`src/rtl/uart_tx_arbiter_pkg.sv`:
```
// Shared definitions for the UART transmit arbiter: FSM state encodings
// and the lock burst limit used when UART_ARB_LOCK_EN is defined.
package uart_tx_arbiter_pkg;

  typedef enum logic [1:0] {
    ST_IDLE      = 2'd0,
    ST_START     = 2'd1,
    ST_WAIT_BUSY = 2'd2,
    ST_WAIT_DONE = 2'd3
  } arb_state_e;

  // Maximum number of consecutive bytes one locked requester may send
  // before rotation is forced for one grant.
  localparam int LOCK_BURST_MAX = 16;
  localparam int LOCK_CNT_W     = $clog2(LOCK_BURST_MAX + 1);

endpackage

```
`src/rtl/uart_tx_arbiter_if.sv`:
```
// Requester / transmitter bundle of the UART transmit arbiter.
// master: the arbiter itself (drives acks and the transmitter start/data).
// slave : the surrounding requesters and transmitter.
// Optional req_lock exists only when UART_ARB_LOCK_EN is defined.
interface uart_tx_arbiter_if #(
  parameter int NUM_REQ = 4
);
  localparam int IDW = $clog2(NUM_REQ);

  logic [NUM_REQ-1:0]   req;
  logic [8*NUM_REQ-1:0] data;
  logic [NUM_REQ-1:0]   ack;
  logic [IDW-1:0]       grant_id;
  logic                 tx_start;
  logic [7:0]           tx_data;
  logic                 tx_busy;
  logic                 timeout_err;
`ifdef UART_ARB_LOCK_EN
  logic [NUM_REQ-1:0]   req_lock;

  modport master (
    input  req, data, req_lock, tx_busy,
    output ack, grant_id, tx_start, tx_data, timeout_err
  );
  modport slave (
    output req, data, req_lock, tx_busy,
    input  ack, grant_id, tx_start, tx_data, timeout_err
  );
`else
  modport master (
    input  req, data, tx_busy,
    output ack, grant_id, tx_start, tx_data, timeout_err
  );
  modport slave (
    output req, data, tx_busy,
    input  ack, grant_id, tx_start, tx_data, timeout_err
  );
`endif
endinterface

```
`src/rtl/uart_tx_arbiter_rr_pick.sv`:
```
// Combinational round-robin picker: first set request scanning
// last_i+1, last_i+2, ... modulo NUM_REQ. The last winner is checked last,
// so a lone requester is still picked.
module uart_tx_arbiter_rr_pick
  import uart_tx_arbiter_pkg::*;
#(
  parameter  int NUM_REQ = 4,
  localparam int IDW     = $clog2(NUM_REQ)
) (
  input  logic [NUM_REQ-1:0] req_i,
  input  logic [IDW-1:0]     last_i,
  output logic [IDW-1:0]     winner_o,
  output logic               valid_o
);

  logic [IDW-1:0] cand;

  // Scan in rotation order and keep the first requester found.
  always_comb begin
    winner_o = '0;
    valid_o  = 1'b0;
    cand     = '0;
    for (int i = 1; i <= NUM_REQ; i++) begin
      cand = IDW'((int'(last_i) + i) % NUM_REQ);
      if (!valid_o && req_i[cand]) begin
        valid_o  = 1'b1;
        winner_o = cand;
      end
    end
  end

endmodule

```
`src/rtl/uart_tx_arbiter.sv`:
```
// Shares one UART transmitter among NUM_REQ byte requesters, one byte per
// grant, round-robin. Optional feature macro: UART_ARB_LOCK_EN (adds
// req_lock so a requester can keep the transmitter for up to
// LOCK_BURST_MAX consecutive bytes).
//
// state        | meaning
// ST_IDLE      | waiting for a request while the transmitter is free
// ST_START     | tx_start and ack pulse out, byte committed
// ST_WAIT_BUSY | waiting for tx_busy to rise, abort on timeout
// ST_WAIT_DONE | transmitter busy, waiting for it to finish
module uart_tx_arbiter
  import uart_tx_arbiter_pkg::*;
#(
  parameter int NUM_REQ      = 4,
  parameter int BUSY_TIMEOUT = 16
) (
  input  logic            clk,
  input  logic            rst,
  uart_tx_arbiter_if.master bus
);

  localparam int IDW = $clog2(NUM_REQ);
  localparam int TW  = $clog2(BUSY_TIMEOUT + 1);
  // The abort fires on the cycle the timer steps to BUSY_TIMEOUT-1, which
  // puts timeout_err up BUSY_TIMEOUT cycles after the tx_start pulse.
  localparam logic [TW-1:0] TIMER_ABORT = TW'(BUSY_TIMEOUT - 2);
  localparam logic [TW-1:0] TIMER_MAX   = TW'(BUSY_TIMEOUT - 1);

  arb_state_e     state_q, state_d;
  logic [IDW-1:0] grant_q, grant_d;
  logic [7:0]     tx_data_q, tx_data_d;
  logic [TW-1:0]  timer_q, timer_d;
  logic           err_q, err_d;
  logic           start_q, start_d;
  logic [NUM_REQ-1:0] ack_q, ack_d;

  logic [7:0]     req_byte [NUM_REQ];
  logic [IDW-1:0] pick_id;
  logic           pick_valid;
  logic [IDW-1:0] winner;

  // Unpack the flattened request bytes.
  always_comb begin
    for (int i = 0; i < NUM_REQ; i++) begin
      req_byte[i] = bus.data[8*i +: 8];
    end
  end

  uart_tx_arbiter_rr_pick #(
    .NUM_REQ (NUM_REQ)
  ) u_rr_pick (
    .req_i    (bus.req),
    .last_i   (grant_q),
    .winner_o (pick_id),
    .valid_o  (pick_valid)
  );

`ifdef UART_ARB_LOCK_EN
  logic [LOCK_CNT_W-1:0] lock_cnt_q, lock_cnt_d;
  logic                  lock_hit;

  assign lock_hit = bus.req_lock[grant_q] && bus.req[grant_q] &&
                    (lock_cnt_q < LOCK_CNT_W'(LOCK_BURST_MAX));
  assign winner   = lock_hit ? grant_q : pick_id;
`else
  assign winner   = pick_id;
`endif

  // Next-state and registered-output decode.
  always_comb begin
    state_d   = state_q;
    grant_d   = grant_q;
    tx_data_d = tx_data_q;
    timer_d   = timer_q;
    err_d     = err_q;
    start_d   = 1'b0;
    ack_d     = '0;
`ifdef UART_ARB_LOCK_EN
    lock_cnt_d = lock_cnt_q;
`endif
    case (state_q)
      ST_IDLE: begin
        if (pick_valid && !bus.tx_busy) begin
          state_d       = ST_START;
          grant_d       = winner;
          tx_data_d     = req_byte[winner];
          start_d       = 1'b1;
          ack_d[winner] = 1'b1;
`ifdef UART_ARB_LOCK_EN
          lock_cnt_d    = lock_hit ? lock_cnt_q + LOCK_CNT_W'(1) : LOCK_CNT_W'(1);
`endif
        end
      end
      ST_START: begin
        timer_d = '0;
        state_d = ST_WAIT_BUSY;
      end
      ST_WAIT_BUSY: begin
        if (bus.tx_busy) begin
          state_d = ST_WAIT_DONE;
        end else if (timer_q >= TIMER_ABORT) begin
          timer_d = TIMER_MAX;
          err_d   = 1'b1;
          state_d = ST_IDLE;
        end else begin
          timer_d = timer_q + TW'(1);
        end
      end
      ST_WAIT_DONE: begin
        if (!bus.tx_busy) begin
          state_d = ST_IDLE;
        end
      end
      default: state_d = ST_IDLE;
    endcase
  end

  // State and output registers with synchronous reset.
  always_ff @(posedge clk) begin
    if (rst) begin
      state_q   <= ST_IDLE;
      grant_q   <= IDW'(NUM_REQ - 1);
      tx_data_q <= 8'h00;
      timer_q   <= '0;
      err_q     <= 1'b0;
      start_q   <= 1'b0;
      ack_q     <= '0;
`ifdef UART_ARB_LOCK_EN
      lock_cnt_q <= '0;
`endif
    end else begin
      state_q   <= state_d;
      grant_q   <= grant_d;
      tx_data_q <= tx_data_d;
      timer_q   <= timer_d;
      err_q     <= err_d;
      start_q   <= start_d;
      ack_q     <= ack_d;
`ifdef UART_ARB_LOCK_EN
      lock_cnt_q <= lock_cnt_d;
`endif
    end
  end

  assign bus.ack         = ack_q;
  assign bus.grant_id    = grant_q;
  assign bus.tx_start    = start_q;
  assign bus.tx_data     = tx_data_q;
  assign bus.timeout_err = err_q;

endmodule

```
`src/flat_wrapper.sv`:
```
// flat-port wrapper written by rule: the top's interface ports become plain ports
module uart_tx_arbiter_flat import uart_tx_arbiter_pkg::*;
#(
  parameter int NUM_REQ      = 4,
  parameter int BUSY_TIMEOUT = 16
)
  (clk, rst, bus_req, bus_data, bus_tx_busy, bus_ack, bus_grant_id, bus_tx_start, bus_tx_data, bus_timeout_err);
  uart_tx_arbiter_if #(.NUM_REQ(NUM_REQ)) bus_i ();
  input  logic clk;
  input  logic rst;
  input wire logic [$bits(bus_i.req)-1:0] bus_req;
  input wire logic [$bits(bus_i.data)-1:0] bus_data;
  input wire logic [$bits(bus_i.tx_busy)-1:0] bus_tx_busy;
  output wire logic [$bits(bus_i.ack)-1:0] bus_ack;
  output wire logic [$bits(bus_i.grant_id)-1:0] bus_grant_id;
  output wire logic [$bits(bus_i.tx_start)-1:0] bus_tx_start;
  output wire logic [$bits(bus_i.tx_data)-1:0] bus_tx_data;
  output wire logic [$bits(bus_i.timeout_err)-1:0] bus_timeout_err;
  assign bus_i.req = bus_req;
  assign bus_i.data = bus_data;
  assign bus_i.tx_busy = bus_tx_busy;
  assign bus_ack = bus_i.ack;
  assign bus_grant_id = bus_i.grant_id;
  assign bus_tx_start = bus_i.tx_start;
  assign bus_tx_data = bus_i.tx_data;
  assign bus_timeout_err = bus_i.timeout_err;
  uart_tx_arbiter #(.NUM_REQ(NUM_REQ), .BUSY_TIMEOUT(BUSY_TIMEOUT)) u_core (.clk(clk), .rst(rst), .bus(bus_i));
endmodule
```
`config.mk`:
```
export PLATFORM = sky130hd
export DESIGN_NAME = uart_tx_arbiter_flat
export DESIGN_NICKNAME = d
export VERILOG_FILES = /design/src/rtl/uart_tx_arbiter_pkg.sv /design/src/rtl/uart_tx_arbiter_if.sv /design/src/rtl/uart_tx_arbiter_rr_pick.sv /design/src/rtl/uart_tx_arbiter.sv /design/src/flat_wrapper.sv
export SDC_FILE = /design/constraint.sdc
export NUM_CORES = 1
export LEC_CHECK = 0
export ABC_AREA = 1
export CAP_MARGIN = 0
export CORE_MARGIN = 5
export CORE_UTILIZATION = 44
export CTS_BUF_LIST = sky130_fd_sc_hd__clkbuf_16
export DETAILED_ROUTE_END_ITERATION = 8
export PLACE_DENSITY = 0.81
export SLEW_MARGIN = 20
export SYNTH_ARGS = -nofsm -noshare
export SYNTH_HDL_FRONTEND = slang
export SYNTH_SLANG_ARGS = --single-unit
```
`constraint.sdc`:
```
create_clock -name clk -period 2.3 [get_ports clk]
set_input_delay 0.345 -clock clk [delete_from_list [all_inputs] [get_ports clk]]
set_output_delay 0.345 -clock clk [all_outputs]
set_load 0.005 [all_outputs]
```
==> metrics.md <==
| Metric | Value |
|---|---|
| Hold Path Origin | `u_core.bus.timeout_err$_SDFFE_PP0P_` |
| First-pass GRT wire length | `6560 um` |
| Layout cells sized above 1 | `0.119` |
| CP dominant cell by count | `nand2_1` |
| HP Class | `flip-flop to flip-flop` |
| Largest net degree at the start of global routing | `23` |
| Slowest CP cell | `dfxtp_1` |
| Initial Utilization | `0.454` |
| Reg clk slew, reported paths | `0.06 ns` |
| Rows | `21` |
| Cell area after synthesis | `1500 um2` |
| Max incr delay on CP | `0.48 ns` |
| Status | `complete, no violations` |
| GR Overflow Total | `0` |
| Fmax | `0.506 GHz` |
| Post-Layout Cell Count | `323` |
| # diodes | `0` |
| Initial antenna violation count | `0` |
| # port buffers | `54` |
| GRT Total Usage | `0.181` |
| Crit path kind | `flip-flop to flip-flop` |
| Final Max Slew Viols | `0` |
| Setup_tns | `0 ns` |
| Total CTS buffers | `3` |
| Placed Instances | `319` |
| Slew margin rel. | `0.766` |
| Max Cap Viol | `0` |
| Root buffer cell | `clkbuf_16` |
| CP startpoint kind | `flip-flop` |
| Pwr Total | `0.00248 W` |
| Critical path endpoint category | `flip-flop` |
| Netlist cell types | `25` |
| H-tree lvl count | `1` |
| Leakage | `0.944 nW` |
| #FFs+latches synth | `23` |
| Worst EP required | `2.45 ns` |
| Post-route minimum period | `1.98 ns` |
| Final Hold Vio Count | `0` |
| Layout fillers | `335` |
| Post-detail-place hpwl | `3120 um` |
| CP cell instances | `inv_2 -> nand2_1 -> nand2_1 -> nand2_1 -> nand2_1 -> nand4_1 -> nand2_1 -> nor2_1 -> buf_4 -> nor2_4 -> nand2_1 -> nand2_1 -> nor2_1 -> nor2_1` |
| Maximum vdd ir drop | `0.000657 V` |
| Routed len/inst | `12.2 um` |
| Die area | `4680 um2` |
| Final setup violating endpoints | `0` |
| Die Ht | `68.4 um` |
| Hold buffers post-CTS | `0` |
| Seq/Total Area, Yosys | `0.307` |
| P per Cell Area | `1160 nW/um2` |
| Reg area | `460 um2` |
| RSZ-0062 raised after global routing | `no` |
| Final wirelength | `3950 um` |
| Insertion delay to the later sink of the worst-skew pair | `0.25 ns` |
| Setup bufs post-CTS | `0` |
| WHS | `0.452 ns` |
| Via count normalized by instance count | `5.04` |
| CP arrival | `2.12 ns` |
| Tightest Pin Transition | `0.351 ns` |
| CTS resizes | `0` |
| Kind of cell adding the most delay to the critical path | `simple AND/OR/NAND/NOR gates` |
| Top post-synthesis cells by area | `dfxtp_1 (31%), nand2_1 (14%), nand3_1 (7.7%), nand3_2 (6.0%), nor2_1 (6.0%)` |
| Area Overhead vs Synth | `42.0%` |
| Final Skew | `0.000885 ns` |
| Routability cong. | `0.842` |
| CTS tree | `yes` |
| Synth top area share | `0.307` |
| CTS Buffer Depth | `2` |
| Syn avg cell area | `6.64 um2` |
| Syn Nets | `267` |
| Footprint of the multi-input gates | `881 um2` |
| Synth area leader | `dfxtp_1` |
| First-pass DRT Iterations | `4` |
| DRC errors left | `0` |
| Core ar. | `3310 um2` |
| CP Launch Point | `u_core.bus.grant_id[0]$_SDFFE_PP1P_` |
| FF-to-FF Start | `u_core.bus.grant_id[0]$_SDFFE_PP1P_` |
| Clock sink count | `23` |
| Cells after synthesis | `226` |
| Ys Warns | `0` |
| Final-stage net count | `319` |
| Worst path bufs/invs | `2` |
| Vias in the first global route | `1,549` |
| Final design utilization | `0.644` |
| Io pins | `55` |
| Starting DRC count in detailed routing | `94` |
| CP max FO | `14` |
| Final period util | `0.859` |
| Vias | `1,629` |
| Die width | `68.4 um` |
| ANT nets after route | `0` |
[flip-flops by register name, indices dropped and copies added, names as in the netlist]
signal	flops
u_core.timer_q	5
u_core.bus.tx_data	8
u_core.state_q	2
u_core.bus.ack	4
u_core.bus.grant_id	2
u_core.bus.tx_start	1
u_core.bus.timeout_err	1
[stage by stage]
| step | setup WS, ns | instance area [um2] |
|---|---|---|
| after floorplan | 0.590 | 1500 |
| after global placement | 0.174 | 2050 |
| after detailed placement | 0.122 | 2050 |
| after CTS | 0.342 | 2130 |
| after global routing | 0.0298 | 2130 |
| final | 0.324 | 2130 |
[cell type report]
type,count,share of cell area
clock inverter,1,0.00235
timing repair buffer,58,0.268
tap,46,0.0270
clock buffer,3,0.0352
sequential,23,0.216
inverter,22,0.0387
multi-input combinational,170,0.413
[worst register-to-register path: cells and delay by family (launching register included)]
kind	cells	cell delay [ns]
simple gates	12	1.00
flops	1	0.48
buf+inv	2	0.39
[kinds of logic after synthesis]
family | count (synthesis) | share of synthesized area
and+or+nand+nor | 142 | 0.475
AOI/OAI and AO/OA | 24 | 0.0833
adders and majority gates | 2 | 0.0167
buffers and inverters | 33 | 0.107
DFF | 23 | 0.307
xor gates and xnor gates | 2 | 0.0117
[final timing paths]
kind | to | slack (ns) | depth (start not counted)
worst max-delay path | u_core.bus.tx_data[0]$_SDFFE_PP0P_ | 0.32 | 14
worst min-delay path | u_core.bus.timeout_err$_SDFFE_PP0P_ | 0.45 | 2
worst max register to register | u_core.bus.tx_data[0]$_SDFFE_PP0P_ | 0.32 | 14
worst min register to register | u_core.bus.timeout_err$_SDFFE_PP0P_ | 0.45 | 2
[cell usage in the layout (no fill, tap or decap)]
master and instances:
a21oi_1 8, buf_4 4, clkbuf_16 3, clkdlybuf4s50_1 54, clkinv_2 1, dfxtp_1 23
ha_1 2, inv_1 19, inv_2 3, nand2_1 57, nand2_2 6, nand2_4 3
nand3_1 23, nand3_2 9, nand4_1 14, nor2_1 24, nor2_2 1, nor2_4 2
nor3_1 2, o211ai_1 2, o21ai_0 14, or2_2 1, xnor2_1 1, xor2_1 1
[cells in the mapped netlist (all sizes together)]
library cell and number:
o211ai 2, ha 2, xnor2 1, a21oi 8
nand3 32, or2 1, nor3 2, xor2 1
nor2 27, clkbuf 2, buf 9, dfxtp 23
nand4 14, o21ai 14, inv 22, nand2 66
[routing by layer]
metal  GRT usage  vias to the layer above  share of wire  wire [um]
li1            -                      843              -          -
met5           0                        -              0          0
met2       0.337                       58           0.49       1940
met4      0.0199                        0         0.0038         15
met1       0.201                      724           0.42       1650
met3      0.0640                        4          0.087        344
[report_power, final]
part           leakage [nW]  internal, W  switching (W)
clock network        0.0409     0.000234       0.000141
logic                 0.715     0.000607       0.000933
registers             0.188     0.000491      0.0000700
total                 0.944      0.00133        0.00114
(Power assumes the default switching activity.)
